### config.mk
export PLATFORM = sky130hd
export DESIGN_NAME = mc_datapath
export DESIGN_NICKNAME = d
export VERILOG_FILES = /design/src/rtl/mips_pkg.sv /design/src/rtl/mc_datapath_reg_file.sv /design/src/rtl/mc_datapath.sv
export SDC_FILE = /design/constraint.sdc
export NUM_CORES = 2
export LEC_CHECK = 0
export CAP_MARGIN = 20
export CORE_MARGIN = 10
export CORE_UTILIZATION = 63
export CTS_BUF_LIST = sky130_fd_sc_hd__clkbuf_16
export DETAILED_ROUTE_END_ITERATION = 10
export GPL_ROUTABILITY_DRIVEN = 0
export PLACE_DENSITY = 0.77
export SETUP_SLACK_MARGIN = 0.02
export SLEW_MARGIN = 15
export SYNTH_ARGS = -nofsm -noshare
export SYNTH_HDL_FRONTEND = slang
export SYNTH_SLANG_ARGS = --single-unit
### constraint.sdc
create_clock -name clk -period 55.7 [get_ports clk]
set_input_delay 8.355 -clock clk [delete_from_list [all_inputs] [get_ports clk]]
set_output_delay 8.355 -clock clk [all_outputs]
set_load 0.1 [all_outputs]
### src/rtl/mips_pkg.sv
// Shared definitions for the multicycle MIPS datapath: opcodes, funct codes,
// control-select encodings and the internal ALU operation set.
package mips_pkg;

    localparam logic [5:0] OP_RTYPE = 6'b000000;
    localparam logic [5:0] OP_LW    = 6'b100011;
    localparam logic [5:0] OP_SW    = 6'b101011;
    localparam logic [5:0] OP_BEQ   = 6'b000100;
    localparam logic [5:0] OP_J     = 6'b000010;

    localparam logic [5:0] FN_ADD = 6'b100000;
    localparam logic [5:0] FN_SUB = 6'b100010;
    localparam logic [5:0] FN_AND = 6'b100100;
    localparam logic [5:0] FN_OR  = 6'b100101;
    localparam logic [5:0] FN_SLT = 6'b101010;

    localparam logic [4:0] REG_ZERO = 5'd0;

    typedef enum logic [1:0] {
        ALUOP_ADD   = 2'b00,
        ALUOP_SUB   = 2'b01,
        ALUOP_FUNCT = 2'b10,
        ALUOP_ADD2  = 2'b11
    } aluop_e;

    typedef enum logic [1:0] {
        SRCB_B      = 2'b00,
        SRCB_FOUR   = 2'b01,
        SRCB_IMM    = 2'b10,
        SRCB_IMM_SH = 2'b11
    } alusrcb_e;

    typedef enum logic [1:0] {
        PCSRC_ALU    = 2'b00,
        PCSRC_ALUOUT = 2'b01,
        PCSRC_JUMP   = 2'b10,
        PCSRC_HOLD   = 2'b11
    } pcsrc_e;

    typedef enum logic [2:0] {
        ALU_ADD = 3'd0,
        ALU_SUB = 3'd1,
        ALU_AND = 3'd2,
        ALU_OR  = 3'd3,
        ALU_SLT = 3'd4
    } alu_op_e;

    function automatic logic [31:0] sign_ext16(input logic [15:0] imm);
        return {{16{imm[15]}}, imm};
    endfunction

endpackage

### src/rtl/mc_datapath_reg_file.sv
// 32x32 register file: two asynchronous read ports, one synchronous write
// port, asynchronous clear, register 0 hardwired to zero.
module reg_file
    import mips_pkg::*;
#(
    parameter int NREGS = 32
) (
    input  logic        clk,
    input  logic        rst,
    input  logic [4:0]  i_raddr_a,
    input  logic [4:0]  i_raddr_b,
    input  logic        i_we,
    input  logic [4:0]  i_waddr,
    input  logic [31:0] i_wdata,
    output logic [31:0] o_rdata_a,
    output logic [31:0] o_rdata_b
);

    logic [31:0] r_regs [NREGS];

    // storage; writes to register 0 are dropped
    always_ff @(posedge clk or posedge rst) begin
        if (rst) begin
            for (int i = 0; i < NREGS; i++) begin
                r_regs[i] <= 32'd0;
            end
        end else if (i_we && (i_waddr != REG_ZERO)) begin
            r_regs[i_waddr] <= i_wdata;
        end
    end

    assign o_rdata_a = (i_raddr_a == REG_ZERO) ? 32'd0 : r_regs[i_raddr_a];
    assign o_rdata_b = (i_raddr_b == REG_ZERO) ? 32'd0 : r_regs[i_raddr_b];

endmodule

### src/rtl/mc_datapath.sv
// Multicycle MIPS datapath: architectural registers, ALU with funct decode and
// PC update logic, all sequenced by the external control FSM strobes.
module mc_datapath
    import mips_pkg::*;
#(
    parameter logic [31:0] RESET_PC = 32'h0000_0000,
    parameter int          NREGS    = 32
) (
    input  logic        clk,
    input  logic        rst,
    input  logic        PCWrite,
    input  logic        PCWriteCond,
    input  logic        IorD,
    input  logic        MemRead,
    input  logic        MemWrite,
    input  logic        MemtoReg,
    input  logic        IRWrite,
    input  logic        ALUSrcA,
    input  logic        RegWrite,
    input  logic        RegDst,
    input  logic [1:0]  PCSource,
    input  logic [1:0]  ALUOp,
    input  logic [1:0]  ALUSrcB,
    output logic [5:0]  op,
    output logic [31:0] mem_addr,
    output logic [31:0] mem_wdata,
    output logic        mem_read,
    output logic        mem_write,
    input  logic [31:0] mem_rdata,
    output logic        zero
);

    logic [31:0] r_pc;
    logic [31:0] r_ir;
    logic [31:0] r_mdr;
    logic [31:0] r_a;
    logic [31:0] r_b;
    logic [31:0] r_aluout;

    logic [31:0] w_rf_a;
    logic [31:0] w_rf_b;
    logic [31:0] w_sext;
    logic [31:0] w_alu_a;
    logic [31:0] w_alu_b;
    logic [31:0] w_alu_result;
    logic [31:0] w_pc_next;
    logic        w_pc_en;
    logic [4:0]  w_wr_addr;
    logic [31:0] w_wr_data;
    alu_op_e     w_alu_op;

    assign w_wr_addr = RegDst ? r_ir[15:11] : r_ir[20:16];
    assign w_wr_data = MemtoReg ? r_mdr : r_aluout;

    reg_file #(
        .NREGS (NREGS)
    ) u_reg_file (
        .clk       (clk),
        .rst       (rst),
        .i_raddr_a (r_ir[25:21]),
        .i_raddr_b (r_ir[20:16]),
        .i_we      (RegWrite),
        .i_waddr   (w_wr_addr),
        .i_wdata   (w_wr_data),
        .o_rdata_a (w_rf_a),
        .o_rdata_b (w_rf_b)
    );

    assign w_sext  = sign_ext16(r_ir[15:0]);
    assign w_alu_a = ALUSrcA ? r_a : r_pc;

    always_comb begin
        w_alu_b = r_b;
        case (ALUSrcB)
            SRCB_B:      w_alu_b = r_b;
            SRCB_FOUR:   w_alu_b = 32'd4;
            SRCB_IMM:    w_alu_b = w_sext;
            SRCB_IMM_SH: w_alu_b = {w_sext[29:0], 2'b00};
            default:     w_alu_b = r_b;
        endcase
    end

    // unknown funct codes fall back to add so stray encodings stay benign
    always_comb begin
        w_alu_op = ALU_ADD;
        case (ALUOp)
            ALUOP_ADD:   w_alu_op = ALU_ADD;
            ALUOP_SUB:   w_alu_op = ALU_SUB;
            ALUOP_ADD2:  w_alu_op = ALU_ADD;
            ALUOP_FUNCT: begin
                case (r_ir[5:0])
                    FN_ADD:  w_alu_op = ALU_ADD;
                    FN_SUB:  w_alu_op = ALU_SUB;
                    FN_AND:  w_alu_op = ALU_AND;
                    FN_OR:   w_alu_op = ALU_OR;
                    FN_SLT:  w_alu_op = ALU_SLT;
                    default: w_alu_op = ALU_ADD;
                endcase
            end
            default:     w_alu_op = ALU_ADD;
        endcase
    end

    always_comb begin
        w_alu_result = w_alu_a + w_alu_b;
        case (w_alu_op)
            ALU_ADD: w_alu_result = w_alu_a + w_alu_b;
            ALU_SUB: w_alu_result = w_alu_a - w_alu_b;
            ALU_AND: w_alu_result = w_alu_a & w_alu_b;
            ALU_OR:  w_alu_result = w_alu_a | w_alu_b;
            ALU_SLT: w_alu_result = {31'd0, ($signed(w_alu_a) < $signed(w_alu_b))};
            default: w_alu_result = w_alu_a + w_alu_b;
        endcase
    end

    assign zero = (w_alu_result == 32'd0);

    always_comb begin
        w_pc_next = r_pc;
        case (PCSource)
            PCSRC_ALU:    w_pc_next = w_alu_result;
            PCSRC_ALUOUT: w_pc_next = r_aluout;
            PCSRC_JUMP:   w_pc_next = {r_pc[31:28], r_ir[25:0], 2'b00};
            PCSRC_HOLD:   w_pc_next = r_pc;
            default:      w_pc_next = r_pc;
        endcase
    end

    assign w_pc_en = PCWrite | (PCWriteCond & zero);

    // MDR, A, B and ALUOut are free-running pipeline latches between steps
    always_ff @(posedge clk or posedge rst) begin
        if (rst) begin
            r_pc     <= RESET_PC;
            r_ir     <= 32'd0;
            r_mdr    <= 32'd0;
            r_a      <= 32'd0;
            r_b      <= 32'd0;
            r_aluout <= 32'd0;
        end else begin
            if (w_pc_en) begin
                r_pc <= w_pc_next;
            end
            if (IRWrite) begin
                r_ir <= mem_rdata;
            end
            r_mdr    <= mem_rdata;
            r_a      <= w_rf_a;
            r_b      <= w_rf_b;
            r_aluout <= w_alu_result;
        end
    end

    assign op        = r_ir[31:26];
    assign mem_addr  = IorD ? r_aluout : r_pc;
    assign mem_wdata = r_b;
    assign mem_read  = MemRead;
    assign mem_write = MemWrite;

endmodule

# Word level (Yosys, flattened, before mapping)
# Cells that the tools add are included.
# totals
wordCells	104
regBits	1216
in_bits	50
output_inout_bits	73
# classes
n_reduce_logical	12
addsub	2
n_lt_le_gt_ge	5
eq_ne	17
n_mux	20
n_bitwise	9
# op_table
operator	n
$bwmux 1024	1
$bmux 32 s5	2
$mux 32	10
$pmux 32 s4	2
$demux 32 s5	1
$pmux 32 s3	1
$add 32x32->32	1
$and 32x32->32	1
$logic_not 32->1	1
$lt 32x32->1	1
$or 32x32->32	1
$sub 32x32->32	1
$eq 6x6->1 const B	4
$ge 6x6->1 const B	3
$not 5->6	3
$eq 2x2->1 const B	6
$pmux 3 s4	1
$logic_not 5->1	2
$pmux 3 s3	1
$eq 2x1->1 const B	3
$eq 3x2->1 const B	2
$logic_not 2->1	3
$lt 6x1->1 const B	1
$mux 5	1
other kinds (10)	12

# Depth between registers and ports, before layout
# depth
depth_word	9
ltp_mapped	22
depth_no_buf	17

# Hierarchy
# From an unflattened synthesis, not the netlist that was laid out.
# unflattened
cells_unflattened	5068
area_unflattened_um2	68473.2
# modules_own_cells
module	instances	area_per_inst_um2	seq_area_each_um2	cells_each
reg_file	1	54851.4	25624.6	3614
mc_datapath	1	13621.8	4804.6	1454

# Worst setup path after synthesis
# No wires, ideal clock.
# synth_path
kind	input -> output
startpoint	input ALUSrcB[1]
endpoint	output zero
n_path_buf	4
required_ns	47.345
cell_stages	20
t_arrival_ns	13.489
slack_ns	33.856
cell_sequence	clkbuf_1 > clkbuf_1 > mux2i_1 > nor2_1 > ha_1 > inv_1 > fa_1 > nand2b_1 > a21o_1 > a2111o_1 > a211o_1 > a21oi_2 > o221ai_1 > a221oi_2 > inv_2 > a2111oi_2 > and4_1 > buf_4 > buf_2 > and3_1
# synth_between
elab_chain_cells	5
elab_cells_between_ends	12
cone_classes	add/sub (2); order compare (1); eq/ne (3); mux (2); bitwise (2); reduce/logical (2)
# synth_lines
item	line_no	rtl
start: declaration	mc_datapath.sv:23	input logic [1:0] ALUSrcB,
$eq 2x2->1, or another cell as far along	mc_datapath.sv:74	case (ALUSrcB)
$pmux 32 s4 *	mc_datapath.sv:74	
$add 32x32->32, or another cell as far along	mc_datapath.sv:107, mc_datapath.sv:112	
$pmux 32 s4 *	mc_datapath.sv:106	case (w_alu_op)
named net w_alu_result[22]	mc_datapath.sv:45	logic [31:0] w_alu_result;
$logic_not 32->1 *	mc_datapath.sv:116	assign zero = (w_alu_result == 32'd0);
end: declaration	mc_datapath.sv:30	output logic zero
# Mark *: on every way through the listed nets, which the timed path passes. The rest lies on a longest branch.

# Worst setup path after layout
# layout_path
startpoint	input ALUSrcB[0]
endpoint	output zero
# Same word-level chain as after synthesis.

==> flow_summary.ini <==
[synth]
synth_area_leaders = dfrtp_1 (46%), mux4_2 (16%), a21oi_1 (7.0%), nor2_1 (5.6%), mux2i_1 (3.3%)
synthSimpleGateAreaFrac = 0.0978
yosys.area_share.adder = 0.0193
synth.top_cell.area_share = 0.460
yosysMostFrequentCell = dfrtp_1
netlist_instances = 6240
synth_edf_count = 0
synth-seq-cells = 1216
synthTopCellsByCount = dfrtp_1 (1216), nor2_1 (985), a21oi_1 (931)
muxShareOfSynthArea = 0.216
ys_types = 100
synth-async-reset-ratio = 1.00
synth_top_family_by_area = multiplexers
syn_area_per_cell_um2 = 10.6
synth_area_um2 = 66100
synth_flop_cell = dfrtp_1
yosys_warnings = 0
synth-xor-area-share = 0.00159
synth_compound_area_frac = 0.159
yosysSeqAreaShare = 0.460
synth_top_cell_by_area = dfrtp_1
syn-num-nets = 6391

[worst_hold_path]
hold_path_depth = 0
hp-class = reg2reg
whs_endpoint = u_reg_file.r_regs[999]
hp-start = u_reg_file.r_regs[999]

[worst_setup_path]
crit_required_ps = 47350
path_class = in2out
r2r-end = r_pc[11]
startpoint_type = input port
critical-path-max-stage-delay_ps = 1190
slowest_stage = clkdlybuf4s50_1
r2r_cells = 16
reg2reg_slack_ps = 48990
cp_max_fo = 34
cp.arrival_ps = 15630
path_cells = clkdlybuf4s50_1, and2_1, nand2_1, o21ai_0, inv_1, ha_1, nor2b_1, o21ai_0, a211oi_2, nor4_1, or2_1, o221ai_1, a221oi_2, inv_2, a2111oi_2, and4_1, buf_4, and3_1, clkdlybuf4s50_1
cp.depth = 19
crit_family = buffers and inverters
end_kind = primary output
rr_startpoint = r_ir[15]
critPathBufInv = 5

[clock_network]
hold_buffers = 0
cts_tree = done
cts_buffers = 130
cts_buffer_depth = 3
htree_levels = 4
path_clk_slew_ps = 60
postCtsSetupRepairBufs = 0
cts_resized = 0
clock-sinks = 1216
insertion_delay_ps = 780
root_buffer = clkbuf_16

[placement]
dp_hpwl_um = 138000
port_buffers = 118
place_area_um2 = 68000

[routing]
firstDrtPassIters = 9
drtIter0Drc = 8204
routedWlPerCell_um = 30.3
wl_met3_um = 34500
dr_wl_met2_um = 96800
vias = 54700
ant_nets = 0
top_layer = met5
drc_errors = 0
met1Wirelength_um = 77700
vias_per_cell = 7.32
wl_um = 227000

[cells_and_area]
syn_to_final_growth_pct = 9.27
design_area_um2 = 72300
drive_gt1_frac = 0.174
nets = 6139

[power_and_ir_drop]
power_leakage_nw = 30.2
power_density_nw_per_um2 = 56.9
power_w = 0.00411
max-vdd-ir-drop_mv = 0.0501

[floorplan]
fp.dieW_um = 344
rows = 118
io-pin-count = 123
die_y_um = 344
dieArea_um2 = 118000
start_util = 0.636
core_region_area_um2 = 104000

[sta]
rsz0062_at_grt = no
hold_viol = 0
setup_tns_ps = 0
max_slew_margin = 0.207
period_needed_ps = 23980
setup_violations = 0
skew_ps = 35.2
final.period_utilization = 0.431
drv_slew = 0
worstMarginPinSlew_ps = 1190
fmax_mhz = 41.7

[grt]
antenna_found_initial = 9
grt_pass1_wl_um = 338000
grt_pass1_vias = 53800
grtUsageTotal = 0.381
grt_start_max_net_pins = 189
grt-ovfl-total = 0

[status]
outcome = completed

[job]
cap_violations = 0
-- metrics by stage --
step / util / instances / hold WS, ps / setup slack (ps)
after floorplan: - / 6240 / 441 / 13080
after global placement: 0.654 / 7230 / 376 / 32200
after detailed placement: 0.654 / 7230 / 382 / 32080
after CTS: 0.693 / 7464 / 398 / 32090
after global routing: 0.695 / 7471 / 411 / 31620
final: 0.695 / 7476 / 398 / 31720
-- flip-flops by register name, indices dropped and copies added (netlist names) --
name / cells
u_reg_file.r_regs: 1024
mem_wdata: 32
r_a: 32
r_aluout: 32
r_ir: 32
r_mdr: 32
r_pc: 32
-- area by class of cell --
cell class	instances	area, um2
Sequential cell	1216	30500
Fill cell	7277	31700
Antenna cell	6	15.0
Multi-Input combinational cell	4237	33000
Timing Repair Buffer	258	2380
Clock buffer	132	3300
Clock inverter	102	758
Inverter	145	552
Tap cell	1380	1730
-- worst register-to-register path: cells and delay by family (launching register included) --
family,cells,cell delay [ps]
AOI/OAI and AO/OA,8,1940
and+or+nand+nor,6,3270
adders and majority gates,1,460
buffers and inverters,1,410
DFF,1,510
-- metal layers --
metal | vias to the layer above | track usage
li1 | 22200 | -
met1 | 26900 | 0.481
met2 | 4392 | 0.546
met3 | 1155 | 0.149
met4 | 12 | 0.248
met5 | - | 0
-- power breakdown --
group / internal, W / switching, W
clock: 0.000466 / 0.000371
sequential: 0.00128 / 0.000353
combinational: 0.000717 / 0.000921
-- kinds of logic after synthesis --
| logic type | count (synthesis) |
|---|---|
| AO/OA/AOI/OAI | 1769 |
| XOR/XNOR | 12 |
| adder cells (fa/ha/maj) | 101 |
| buffers and inverters | 787 |
| flip-flops | 1216 |
| multiplexers | 806 |
| AND/OR/NAND/NOR | 1549 |
-- layout by cell type, fill, tap and decap left out, drive strengths merged, types with 17 or more instances in the layout --
cell type / instances
clkinv: 59
nand3: 22
nand4b: 19
inv: 171
a21o: 28
o22ai: 59
a21oi: 937
o31ai: 17
o211ai: 21
mux2: 107
a22o: 19
a221oi: 61
mux4: 484
nor2: 985
a211o: 27
dfrtp: 1216
nor3: 47
mux2i: 215
clkdlybuf4s50: 114
nor2b: 24
clkbuf: 132
o311ai: 28
o21ai: 334
ha: 99
o221ai: 56
nand2: 349
a211oi: 47
a22oi: 30
buf: 144
-- worst max path at each step --
stage | from | endpoint
2_1_floorplan | rst | mem_wdata[0]
3_3_place_gp | ALUSrcB[0] | zero
3_5_place_dp | ALUSrcB[0] | zero
4_1_cts | ALUSrcB[0] | zero
5_1_grt | ALUSrcB[0] | zero
6_report | ALUSrcB[0] | zero
(Power assumes the default switching activity.)
